===== src/rtl/mem_stage_pkg.sv =====
// Shared definitions for the RISC-V memory stage.
// Covers funct3 access codes, FSM encoding, the retire record and timeout sizing.
package riscv_mem_pkg;

  localparam logic [2:0] F3_B  = 3'b000;
  localparam logic [2:0] F3_H  = 3'b001;
  localparam logic [2:0] F3_W  = 3'b010;
  localparam logic [2:0] F3_BU = 3'b100;
  localparam logic [2:0] F3_HU = 3'b101;

  typedef enum logic {
    ST_IDLE = 1'b0,
    ST_BUS  = 1'b1
  } mem_state_e;

  typedef struct packed {
    logic        valid;
    logic [4:0]  rd;
    logic        reg_wr;
    logic        exc;
    logic [31:0] data;
  } retire_t;

  // Timeout counter width: clog2(TIMEOUT_CYC+1), never narrower than one bit.
  function automatic int tmo_width(input int cyc);
    int w;
    w = $clog2(cyc + 1);
    return (w < 1) ? 1 : w;
  endfunction

endpackage


===== src/rtl/mem_stage_if.sv =====
// Data bus between the memory stage (master) and the data memory (slave).
// Handshake: dbus_req holds high with addr/we/be/wdata stable until the edge
// that samples dbus_ack=1; dbus_rdata is valid only with that ack, and an
// ack seen while dbus_req=0 carries no meaning.
interface mem_stage_if;
  logic        dbus_req;
  logic        dbus_we;
  logic [31:0] dbus_addr;
  logic [31:0] dbus_wdata;
  logic [3:0]  dbus_be;
  logic [31:0] dbus_rdata;
  logic        dbus_ack;

  modport master (
    output dbus_req, dbus_we, dbus_addr, dbus_wdata, dbus_be,
    input  dbus_rdata, dbus_ack
  );

  modport slave (
    input  dbus_req, dbus_we, dbus_addr, dbus_wdata, dbus_be,
    output dbus_rdata, dbus_ack
  );
endinterface


===== src/rtl/mem_lane_align.sv =====
// Byte-lane steering for the memory stage: store data/byte enables from the
// incoming op, and extraction/extension of load data for the outstanding op.
module mem_lane_align
  import riscv_mem_pkg::*;
(
  input  logic [31:0] st_data_i,
  input  logic [1:0]  st_off_i,
  input  logic [2:0]  st_f3_i,
  output logic [31:0] wdata_o,
  output logic [3:0]  be_o,
  output logic        misalign_o,
  input  logic [31:0] rdata_i,
  input  logic [1:0]  ld_off_i,
  input  logic [2:0]  ld_f3_i,
  output logic [31:0] ld_val_o
);

  logic [7:0]  ld_byte;
  logic [15:0] ld_half;

  always_comb begin
    wdata_o    = st_data_i;
    be_o       = 4'b0000;
    misalign_o = 1'b0;
    case (st_f3_i[1:0])
      2'b00: begin
        be_o    = 4'b0001 << st_off_i;
        wdata_o = {4{st_data_i[7:0]}};
      end
      2'b01: begin
        be_o       = st_off_i[1] ? 4'b1100 : 4'b0011;
        wdata_o    = {2{st_data_i[15:0]}};
        misalign_o = st_off_i[0];
      end
      2'b10: begin
        be_o       = 4'b1111;
        misalign_o = |st_off_i;
      end
      default: ;
    endcase
  end

  always_comb begin
    ld_byte  = rdata_i[{ld_off_i, 3'b000} +: 8];
    ld_half  = ld_off_i[1] ? rdata_i[31:16] : rdata_i[15:0];
    ld_val_o = rdata_i;
    case (ld_f3_i)
      F3_B:    ld_val_o = {{24{ld_byte[7]}}, ld_byte};
      F3_BU:   ld_val_o = {24'h0, ld_byte};
      F3_H:    ld_val_o = {{16{ld_half[15]}}, ld_half};
      F3_HU:   ld_val_o = {16'h0, ld_half};
      F3_W:    ld_val_o = rdata_i;
      default: ld_val_o = rdata_i;
    endcase
  end

endmodule


===== src/rtl/mem_stage.sv =====
// Memory stage: runs the data-bus transaction for loads/stores, stalls the
// pipeline while one is outstanding, and registers the MEM/WB retire.
module mem_stage
  import riscv_mem_pkg::*;
#(
  parameter int TIMEOUT_CYC = 255
) (
  input  logic        clk,
  input  logic        rst_n,
  input  logic        ex_valid,
  input  logic [31:0] ex_alu_y,
  input  logic [31:0] ex_rs2_data,
  input  logic [4:0]  ex_rd,
  input  logic        ex_reg_wr,
  input  logic        ex_mem_rd,
  input  logic        ex_mem_wr,
  input  logic [2:0]  ex_funct3,
  output logic        mem_stall,
  mem_stage_if.master dbus,
  output logic        wb_valid,
  output logic [4:0]  wb_rd,
  output logic        wb_reg_wr,
  output logic [31:0] wb_data,
  output logic        mem_exc,
  output mem_state_e  dbg_state_o
);

  localparam int TW = tmo_width(TIMEOUT_CYC);
  localparam logic [TW-1:0] TMO_LAST = (TIMEOUT_CYC > 0) ? TW'(TIMEOUT_CYC - 1) : '0;

  mem_state_e  state_q, state_d;
  logic        req_q, req_d, we_q, we_d;
  logic [31:0] addr_q, addr_d, wdata_q, wdata_d;
  logic [3:0]  be_q, be_d;
  logic [2:0]  ld_f3_q, ld_f3_d;
  logic [1:0]  ld_off_q, ld_off_d;
  logic        is_ld_q, is_ld_d, reg_wr_q, reg_wr_d;
  logic [4:0]  rd_q, rd_d;
  logic [TW-1:0] cnt_q, cnt_d;
  retire_t     wb_q, wb_d, pend_q, pend_d;

  logic [31:0] al_wdata, al_ld_val;
  logic [3:0]  al_be;
  logic        al_misalign;
  logic        is_mem, bad_f3, exc_op, accept, acc_mem, tmo_hit;
  retire_t     acc_ret, bus_ret, wb_sel;

  mem_lane_align u_align (
    .st_data_i  (ex_rs2_data),
    .st_off_i   (ex_alu_y[1:0]),
    .st_f3_i    (ex_funct3),
    .wdata_o    (al_wdata),
    .be_o       (al_be),
    .misalign_o (al_misalign),
    .rdata_i    (dbus.dbus_rdata),
    .ld_off_i   (ld_off_q),
    .ld_f3_i    (ld_f3_q),
    .ld_val_o   (al_ld_val)
  );

  assign is_mem    = ex_mem_rd | ex_mem_wr;
  assign bad_f3    = (ex_funct3[1:0] == 2'b11) || (ex_funct3 == 3'b110);
  assign exc_op    = is_mem && (al_misalign || bad_f3 || (ex_mem_wr && ex_funct3[2]) ||
                                (ex_mem_rd && ex_mem_wr));
  assign mem_stall = (state_q == ST_BUS) && !dbus.dbus_ack;
  assign accept    = ex_valid && !mem_stall;
  assign acc_mem   = accept && is_mem && !exc_op;
  assign tmo_hit   = (TIMEOUT_CYC > 0) && (cnt_q == TMO_LAST);

  always_comb begin
    acc_ret.valid  = accept && (!is_mem || exc_op);
    acc_ret.rd     = ex_rd;
    acc_ret.reg_wr = !is_mem && ex_reg_wr;
    acc_ret.exc    = exc_op;
    acc_ret.data   = ex_alu_y;
  end

  always_comb begin
    state_d  = state_q;
    req_d    = req_q;
    we_d     = we_q;
    addr_d   = addr_q;
    wdata_d  = wdata_q;
    be_d     = be_q;
    ld_f3_d  = ld_f3_q;
    ld_off_d = ld_off_q;
    is_ld_d  = is_ld_q;
    reg_wr_d = reg_wr_q;
    rd_d     = rd_q;
    cnt_d    = cnt_q;
    bus_ret  = '0;
    wb_sel   = '0;
    pend_d   = '0;

    if (state_q == ST_BUS) begin
      if (dbus.dbus_ack) begin
        bus_ret.valid  = 1'b1;
        bus_ret.rd     = rd_q;
        bus_ret.reg_wr = is_ld_q & reg_wr_q;
        bus_ret.data   = is_ld_q ? al_ld_val : 32'h0;
        req_d          = 1'b0;
        state_d        = ST_IDLE;
        cnt_d          = '0;
      end else if (tmo_hit) begin
        bus_ret.valid = 1'b1;
        bus_ret.rd    = rd_q;
        bus_ret.exc   = 1'b1;
        req_d         = 1'b0;
        state_d       = ST_IDLE;
        cnt_d         = '0;
      end else begin
        cnt_d = cnt_q + 1'b1;
      end
    end

    if (acc_mem) begin
      state_d  = ST_BUS;
      req_d    = 1'b1;
      we_d     = ex_mem_wr;
      addr_d   = {ex_alu_y[31:2], 2'b00};
      be_d     = al_be;
      wdata_d  = ex_mem_wr ? al_wdata : 32'h0;
      ld_f3_d  = ex_funct3;
      ld_off_d = ex_alu_y[1:0];
      is_ld_d  = ex_mem_rd;
      reg_wr_d = ex_reg_wr;
      rd_d     = ex_rd;
      cnt_d    = '0;
    end

    // A 1-cycle op accepted on an ack edge collides with the bus retire, so it
    // waits one cycle in pend_q; only one retire reaches writeback per cycle.
    if (bus_ret.valid) begin
      wb_sel = bus_ret;
      pend_d = acc_ret;
    end else if (pend_q.valid) begin
      wb_sel = pend_q;
      pend_d = acc_ret;
    end else begin
      wb_sel = acc_ret;
    end

    wb_d = wb_sel;
    if (!wb_sel.valid) begin
      wb_d        = wb_q;
      wb_d.valid  = 1'b0;
      wb_d.reg_wr = 1'b0;
      wb_d.exc    = 1'b0;
    end
  end

  always_ff @(posedge clk or negedge rst_n) begin
    if (!rst_n) begin
      state_q  <= ST_IDLE;
      req_q    <= 1'b0;
      we_q     <= 1'b0;
      addr_q   <= 32'h0;
      wdata_q  <= 32'h0;
      be_q     <= 4'h0;
      ld_f3_q  <= 3'h0;
      ld_off_q <= 2'h0;
      is_ld_q  <= 1'b0;
      reg_wr_q <= 1'b0;
      rd_q     <= 5'h0;
      cnt_q    <= '0;
      wb_q     <= '0;
      pend_q   <= '0;
    end else begin
      state_q  <= state_d;
      req_q    <= req_d;
      we_q     <= we_d;
      addr_q   <= addr_d;
      wdata_q  <= wdata_d;
      be_q     <= be_d;
      ld_f3_q  <= ld_f3_d;
      ld_off_q <= ld_off_d;
      is_ld_q  <= is_ld_d;
      reg_wr_q <= reg_wr_d;
      rd_q     <= rd_d;
      cnt_q    <= cnt_d;
      wb_q     <= wb_d;
      pend_q   <= pend_d;
    end
  end

  assign dbus.dbus_req   = req_q;
  assign dbus.dbus_we    = we_q;
  assign dbus.dbus_addr  = addr_q;
  assign dbus.dbus_wdata = wdata_q;
  assign dbus.dbus_be    = be_q;
  assign wb_valid        = wb_q.valid;
  assign wb_rd           = wb_q.rd;
  assign wb_reg_wr       = wb_q.reg_wr;
  assign wb_data         = wb_q.data;
  assign mem_exc         = wb_q.exc;
  assign dbg_state_o     = state_q;

endmodule


===== src/flat_wrapper.sv =====
// flat-port wrapper written by rule: the top's interface ports become plain ports
module mem_stage_flat import riscv_mem_pkg::*;
#(
  parameter int TIMEOUT_CYC = 255
)
  (clk, rst_n, ex_valid, ex_alu_y, ex_rs2_data, ex_rd, ex_reg_wr, ex_mem_rd, ex_mem_wr, ex_funct3, mem_stall, wb_valid, wb_rd, wb_reg_wr, wb_data, mem_exc, dbg_state_o, dbus_dbus_req, dbus_dbus_we, dbus_dbus_addr, dbus_dbus_wdata, dbus_dbus_be, dbus_dbus_rdata, dbus_dbus_ack);
  mem_stage_if dbus_i ();
  input  logic clk;
  input  logic rst_n;
  input  logic ex_valid;
  input  logic [31:0] ex_alu_y;
  input  logic [31:0] ex_rs2_data;
  input  logic [4:0] ex_rd;
  input  logic ex_reg_wr;
  input  logic ex_mem_rd;
  input  logic ex_mem_wr;
  input  logic [2:0] ex_funct3;
  output logic mem_stall;
  output logic wb_valid;
  output logic [4:0] wb_rd;
  output logic wb_reg_wr;
  output logic [31:0] wb_data;
  output logic mem_exc;
  output mem_state_e dbg_state_o;
  output wire logic [$bits(dbus_i.dbus_req)-1:0] dbus_dbus_req;
  output wire logic [$bits(dbus_i.dbus_we)-1:0] dbus_dbus_we;
  output wire logic [$bits(dbus_i.dbus_addr)-1:0] dbus_dbus_addr;
  output wire logic [$bits(dbus_i.dbus_wdata)-1:0] dbus_dbus_wdata;
  output wire logic [$bits(dbus_i.dbus_be)-1:0] dbus_dbus_be;
  input wire logic [$bits(dbus_i.dbus_rdata)-1:0] dbus_dbus_rdata;
  input wire logic [$bits(dbus_i.dbus_ack)-1:0] dbus_dbus_ack;
  assign dbus_dbus_req = dbus_i.dbus_req;
  assign dbus_dbus_we = dbus_i.dbus_we;
  assign dbus_dbus_addr = dbus_i.dbus_addr;
  assign dbus_dbus_wdata = dbus_i.dbus_wdata;
  assign dbus_dbus_be = dbus_i.dbus_be;
  assign dbus_i.dbus_rdata = dbus_dbus_rdata;
  assign dbus_i.dbus_ack = dbus_dbus_ack;
  mem_stage #(.TIMEOUT_CYC(TIMEOUT_CYC)) u_core (.clk(clk), .rst_n(rst_n), .ex_valid(ex_valid), .ex_alu_y(ex_alu_y), .ex_rs2_data(ex_rs2_data), .ex_rd(ex_rd), .ex_reg_wr(ex_reg_wr), .ex_mem_rd(ex_mem_rd), .ex_mem_wr(ex_mem_wr), .ex_funct3(ex_funct3), .mem_stall(mem_stall), .dbus(dbus_i), .wb_valid(wb_valid), .wb_rd(wb_rd), .wb_reg_wr(wb_reg_wr), .wb_data(wb_data), .mem_exc(mem_exc), .dbg_state_o(dbg_state_o));
endmodule

===== config.mk =====
export PLATFORM = sky130hd
export DESIGN_NAME = mem_stage_flat
export DESIGN_NICKNAME = d
export VERILOG_FILES = /design/src/rtl/mem_stage_pkg.sv /design/src/rtl/mem_stage_if.sv /design/src/rtl/mem_lane_align.sv /design/src/rtl/mem_stage.sv /design/src/flat_wrapper.sv
export SDC_FILE = /design/constraint.sdc
export NUM_CORES = 1
export LEC_CHECK = 0
export ABC_AREA = 0
export BUFFER_PORTS_ARGS = -buffer_cell sky130_fd_sc_hd__buf_4
export CORE_ASPECT_RATIO = 1.4
export CORE_MARGIN = 2
export CORE_UTILIZATION = 58
export DETAILED_ROUTE_END_ITERATION = 6
export PLACE_DENSITY = 0.9
export SETUP_SLACK_MARGIN = 0.02
export SLEW_MARGIN = 20
export SYNTH_ARGS = -nofsm -noshare
export SYNTH_HDL_FRONTEND = slang
export SYNTH_HIERARCHICAL = 1
export SYNTH_SLANG_ARGS = --single-unit

===== constraint.sdc =====
create_clock -name clk -period 6.6 [get_ports clk]
set_clock_uncertainty 0.05 [all_clocks]
set_input_delay 0 -clock clk [delete_from_list [all_inputs] [get_ports clk]]
set_output_delay 0 -clock clk [all_outputs]
set_load 0.005 [all_outputs]

==> results.toml, run 1 <==
[run_status]
outcome = "finished clean"

[die]
die_w_um = 108
die_area_um2 = 16100
rows = 53
die_y_um = 149
initial_core_util = 0.588
core_um2 = 14900
ios = 223

[sta]
setup-tns-final_ps = 0
rsz0062_at_grt = "no"
setup_violations = 0
drv_slew = 0
hold_viol_final = 0
finalCritPeriodShare = 0.501
worst_slew_pin_slew_ps = 1060
max_freq_ghz = 0.303
maxSlewHeadroom = 0.294
period_needed_ps = 3310

[worst_hold_path]
hold_path.class = "in2reg"
min_path_cells = 6

[global_route]
grt_max_degree = 93
track_usage = 0.350
antenna_found_initial = 1
gr-total-overflow = 0
grt_pass1_vias = 8202
grt_first_pass_wirelength_um = 43100

[layout]
fin_cells = 1305
nNetsFinal = 1215
area_growth_syn_to_layout_pct = 36.1
fin_util = 0.800
fillers = 799
drive_above_1_share = 0.315
multi_input_area_um2 = 4100
final-seq-area_um2 = 4230

[power]
intPower_w = 0.00236
p_sw_w = 0.00115
swShare = 0.328
p_total_w = 0.00351
comb_power_share = 0.316
clkPwrFrac = 0.272
powerDensity_nw_per_um2 = 294
ir_drop_mv = 0.180
seqPwrFrac = 0.413
leakage_nw = 5.53

[route]
vias = 8131
drtAntennaViolNets = 0
drc_errors = 0
wl_per_cell_um = 21.7
drt_iter0_markers = 906
drt_wl_total_um = 28300
avgViaCountPerCell = 6.23
drt-pass1-iter-count = 5

[synth]
synth-edff-count = 0
avgSynthCellArea_um2 = 10.7
yosysUniqueCellTypes = 58
ys_seq_area_frac = 0.482
synthTopCellsByCount = "dfrtp_1 (169), nand2_1 (94), o21ai_0 (66)"
yosysWarnings = 6
synth-main-ff-cell = "dfrtp_1"
postSynthCellCount = 823
yosys.area.top_type = "dfrtp_1"
yosysMostFrequentCell = "dfrtp_1"
async_flop_share = 1.00
synth_top_cell_area_share = 0.482
synth.cell_area_um2 = 8770
ys_ff_latch = 169
synth_area_leaders = "dfrtp_1 (48%), mux2i_1 (5.3%), mux2_2 (5.0%)"

[clock_tree]
cts_setup_buffers = 0
post_cts_resized = 0
clock_latency_ps = 430
cts-root-buf = "clkbuf_16"
h-tree-depth = 4
tritoncts = "done"
cts_sinks = 169
cts-hold-fix-buffers = 105
path_clk_slew_ps = 70
cts_buffer_depth = 2
cts_buffers = 17

[critical_path]
required_ps = 6890
critPathMaxFanout = 20
crit_type = "in2reg"
cp_data_arrival_time_ps = 3590
end_kind = "register"
r2r_cells = 5
start_kind = "input pin"

[placement]
post-place-cells = 1166
port_buffers = 220
dpl.hpwl_um = 16100
place.gp.congestion = 0.951

[flow_run]
max_cap_viol_count = 0
metrics by stage:
step           hold slack (ps)  cell area [um^2]  setup slack [ps]
3_3_place_gp              76.7             10300              3890
2_1_floorplan             -346              8770              4470
5_1_grt                   48.8             11900              3230
3_5_place_dp              94.4             10300              3770
6_report                  24.2             11900              3290
4_1_cts                   3.74             11900              3490
path summary, 6_finish.rpt:
kind / startpoint / endpoint / slack, ps
setup / recovery: ex_funct3[0] / u_core/dbus.dbus_wdata[28]$_DFFE_PN0N_ / 3290
setup reg to reg: u_core/dbg_state_o$_DFF_PN0_ / u_core/wb_data[1]$_DFFE_PN0P_ / 3720
hold / removal: dbus_dbus_rdata[19] / u_core/wb_data[19]$_DFFE_PN0P_ / 20
min in group asynchronous: rst_n / u_core/dbus.dbus_addr[10]$_DFFE_PN0N_ / 170
max in group asynchronous: rst_n / u_core/wb_rd[3]$_DFFE_PN0P_ / 4810
hold reg to reg: u_core/dbus.dbus_req$_DFFE_PN0P_ / u_core/dbus.dbus_req$_DFFE_PN0P_ / 440
power groups by stage:
stage          clock network (W)  logic (W)  registers [W]
3_5_place_dp                   0    0.00100        0.00144
5_1_grt                  0.00101    0.00117        0.00147
4_1_cts                 0.000960    0.00107        0.00143
2_1_floorplan                  0   0.000575        0.00139
3_3_place_gp                   0   0.000972        0.00143
6_report                0.000952    0.00111        0.00145
placed cells by master, fill, tap and decap left out, types with 7 or more instances in the layout:
cell           netlist  routed
nand2b_1             9       9
inv_1                8       8
dfrtp_1            169     167
dlygate4sd3_1        0     105
o31ai_1             33      33
o21ai_1             16      16
a211oi_1            19      19
a22oi_1              8       8
mux2i_1             46      46
mux2_2              39      39
nand2_1             94      93
o21ai_0             66      66
buf_4               12     226
a22o_1               8       8
a21oi_1             15      15
a22o_2               7       7
mux2_1              20      20
clkbuf_16            0      17
nand3_1             39      39
mux2_4              29      29
nor2_1              21      21
nor2b_1             43      43
flip-flops by register name (all words and copies together) (netlist names):
signal,count
u_core/dbus.dbus_we,1
u_core/wb_valid,1
u_core/ld_f3_q,3
u_core/dbus.dbus_addr,30
u_core/wb_data,32
u_core/dbus.dbus_req,1
u_core/dbg_state_o,1
u_core/pend_q,40
u_core/wb_rd,5
u_core/mem_exc,1
u_core/is_ld_q,1
u_core/rd_q,5
u_core/dbus.dbus_wdata,32
u_core/cnt_q,8
u_core/reg_wr_q,1
u_core/wb_reg_wr,1
u_core/ld_off_q,2
u_core/dbus.dbus_be,4
layer usage:
metal | GRT usage | part of all wire | vias up | wire length [um]
li1 | - | - | 3456 | -
met1 | 0.397 | 0.35 | 3941 | 9810
met2 | 0.603 | 0.51 | 607 | 14400
met3 | 0.0749 | 0.087 | 127 | 2470
met4 | 0.203 | 0.055 | 0 | 1560
met5 | 0 | 0 | - | 0
worst max-delay path, cell delays in order:
cell           delay, ps
dlygate4sd3_1        550
buf_4                140
inv_1                 60
ha_1                 450
nor2_2               710
nand2_1              180
nand2_1              110
dlygate4sd3_1        580
nand2_1               80
dlygate4sd3_1        600
o21ai_1              130
logic make-up after synthesis:
kind of cell	count (synthesis)	share of synthesized area
flip-flops	169	0.482
multiplexers	134	0.178
AO/OA/AOI/OAI	191	0.143
XOR/XNOR	7	0.00699
buffers and inverters	86	0.0515
other	1	0.000428
AND/OR/NAND/NOR	229	0.129
adder cells (fa/ha/maj)	6	0.00856
cell type report:
type / count / area share
Clock buffer: 18 / 0.0360
Tap cell: 192 / 0.0201
Timing Repair Buffer: 332 / 0.231
Antenna cell: 2 / 0.000420
Multi-Input combinational cell: 569 / 0.343
Inverter: 9 / 0.00283
Sequential cell: 169 / 0.355
Clock inverter: 14 / 0.0113
Power figures use the tool's default switching activity.
==> run 2: changes to the inputs <==
Settings changed: CORE_UTILIZATION 58 to 54, PLACE_DENSITY 0.9 to 0.85.
Clock period 6.6 ns to 3.3 ns, I/O delays scaled along.
==> run 2 against run 1 <==
Critical path depth increased by 1. Final cell count increased by 1.3%. Sequential power increased by 98%. Hold slack got worse by 8.6 ps. Wire length decreased by 5.2%. Worst setup slack got worse by 3200 ps. Combinational power increased by 96%. First-iteration DRC count decreased by 26%. Non-clock buffer count increased by 12. Utilization decreased by 4.5 points. Via count decreased by 4.2%. Highest routed layer unchanged. Flip-flop and latch count unchanged.
==> results.toml, run 2 (synthesized netlist as in run 1, its figures left out) <==
[run_status]
outcome = "finished clean"

[die]
die_w_um = 112
core_um2 = 16000
ios = 223
rows = 55
die_y_um = 155
die_area_um2 = 17300
initial_core_util = 0.547

[critical_path]
cp_data_arrival_time_ps = 3530
start_kind = "input pin"
reg2reg_slack_ps = 640
required_ps = 3600
end_kind = "register"
max_stage_delay_ps = 690
critPathMaxFanout = 20
crit_chain = "dlygate4sd3_1 -> buf_4 -> inv_1 -> ha_1 -> buf_4 -> nor2_2 -> nand2_1 -> nand2_1 -> dlygate4sd3_1 -> nand2_1 -> dlygate4sd3_1 -> o21ai_1"
cp.buffers_inverters = 6
critPathSlowestCell = "nor2_2"
crit_type = "in2reg"
crit_family = "buffers and inverters"

[layout]
layout_commonest_cell = "buf_4"
fillers = 1033
nNetsFinal = 1227
final_area_um2 = 12100
drive_above_1_share = 0.316
diodes = 0
area_growth_syn_to_layout_pct = 38.0
max_flop_register = "u_core/pend_q"
largest_reg_flops = 40
mostFrequentLayoutCells = "buf_4 (229), dfrtp_1 (168), dlygate4sd3_1 (111)"

[global_route]
gr-total-overflow = 0
track_usage = 0.307
grt_pass1_vias = 8054
grt_max_degree = 79
grt_first_pass_wirelength_um = 41900
antenna_found_initial = 0

[power]
leakage_nw = 5.61
powerDensity_nw_per_um2 = 582
p_total_w = 0.00704
ir_drop_mv = 0.380

[clock_tree]
cts_sinks = 169
clock_latency_ps = 420
tritoncts = "done"
cts_buffer_depth = 2
h-tree-depth = 4
cts_setup_buffers = 0
cts-root-buf = "clkbuf_16"
post_cts_resized = 0
path_clk_slew_ps = 70
cts_buffers = 17

[sta]
setup_violations = 0
maxSlewHeadroom = 0.277
finalCritPeriodShare = 0.979
drv_slew = 0
hold_viol_final = 0
worst_slew_pin_slew_ps = 1080
rsz0062_at_grt = "no"
period_needed_ps = 3230
setup-tns-final_ps = 0
max_freq_ghz = 0.310

[route]
drt_wl_total_um = 26800
drc_errors = 0
drt-pass1-iter-count = 6
avgViaCountPerCell = 5.89
drtAntennaViolNets = 0
drt_iter0_markers = 667
wl_per_cell_um = 20.3
vias = 7787

[worst_hold_path]
hold_path.class = "in2reg"

[placement]
placed_area_um2 = 10400
dpl.hpwl_um = 16300
port_buffers = 220
place.gp.congestion = 0.971

[flow_run]
max_cap_viol_count = 0
==> run 2: cell types whose count changed in the layout (fill, tap and decap cells not counted), moves of 2 or more <==
| cell | change |
|---|---|
| dlygate4sd3_1 | +6 |
| buf_12 | +3 |
| buf_4 | +3 |
| diode_2 | -2 |
==> run 2: metal layers <==
| layer | global-route usage | wire length [um] |
|---|---|---|
| met1 | 0.354 | 9710 |
| met2 | 0.536 | 13700 |
| met3 | 0.0690 | 2000 |
| met4 | 0.156 | 1340 |
| met5 | 0 | 0 |
==> run 2: repair_timing <==
action / in CTS / in global routing
endpoints found under the setup margin: 0 / 0
hold buffers: 111 / 0
endpoints found under the hold margin: 197 / 0
==> run 2: worst paths after layout <==
check,depth (start not counted),endpoint,from
setup / recovery,12,u_core/dbus.dbus_wdata[28]$_DFFE_PN0N_,ex_funct3[0]
setup reg to reg,6,u_core/dbus.dbus_be[0]$_DFFE_PN0N_,u_core/dbg_state_o$_DFF_PN0_
hold reg to reg,1,u_core/wb_data[31]$_DFFE_PN0P_,u_core/wb_data[31]$_DFFE_PN0P_
min in group asynchronous,2,u_core/pend_q[12]$_DFF_PN0_,rst_n
max in group asynchronous,3,u_core/wb_rd[4]$_DFFE_PN0P_,rst_n
hold / removal,4,u_core/dbus.dbus_wdata[15]$_DFFE_PN0N_,ex_rs2_data[15]
==> run 2: final cells by class <==
class	instances	area, um^2	area share
sequential	169	4230	0.350
multi-input combinational	569	4100	0.339
timing repair buffer	344	2900	0.240
clock buffer	18	429	0.0355
tap	199	249	0.0206
clock inverter	14	158	0.0130
inverter	9	33.8	0.00279
==> run 2: power by group <==
group | switching, W | internal (W)
Combinational | 0.000951 | 0.00122
Sequential | 0.000371 | 0.00250
Clock | 0.000914 | 0.00108
Total | 0.00224 | 0.00480
==> run 2: worst min-delay path: cells and delay by family <==
family	cells	cell delay (ps)
compound gates	2	290
buf+inv	1	90
simple gates	1	60
==> run 2: per-stage QoR <==
stage                     worst slack, ps  instances  hold WS [ps]   util
after floorplan                      1170        824          -346      -
after global placement                740       1179          15.3  0.649
after detailed placement              658       1179          20.5  0.649
after CTS                             359       1322          6.42  0.755
after global routing                 40.9       1322          39.9  0.755
final                                69.8       1322          15.6  0.755
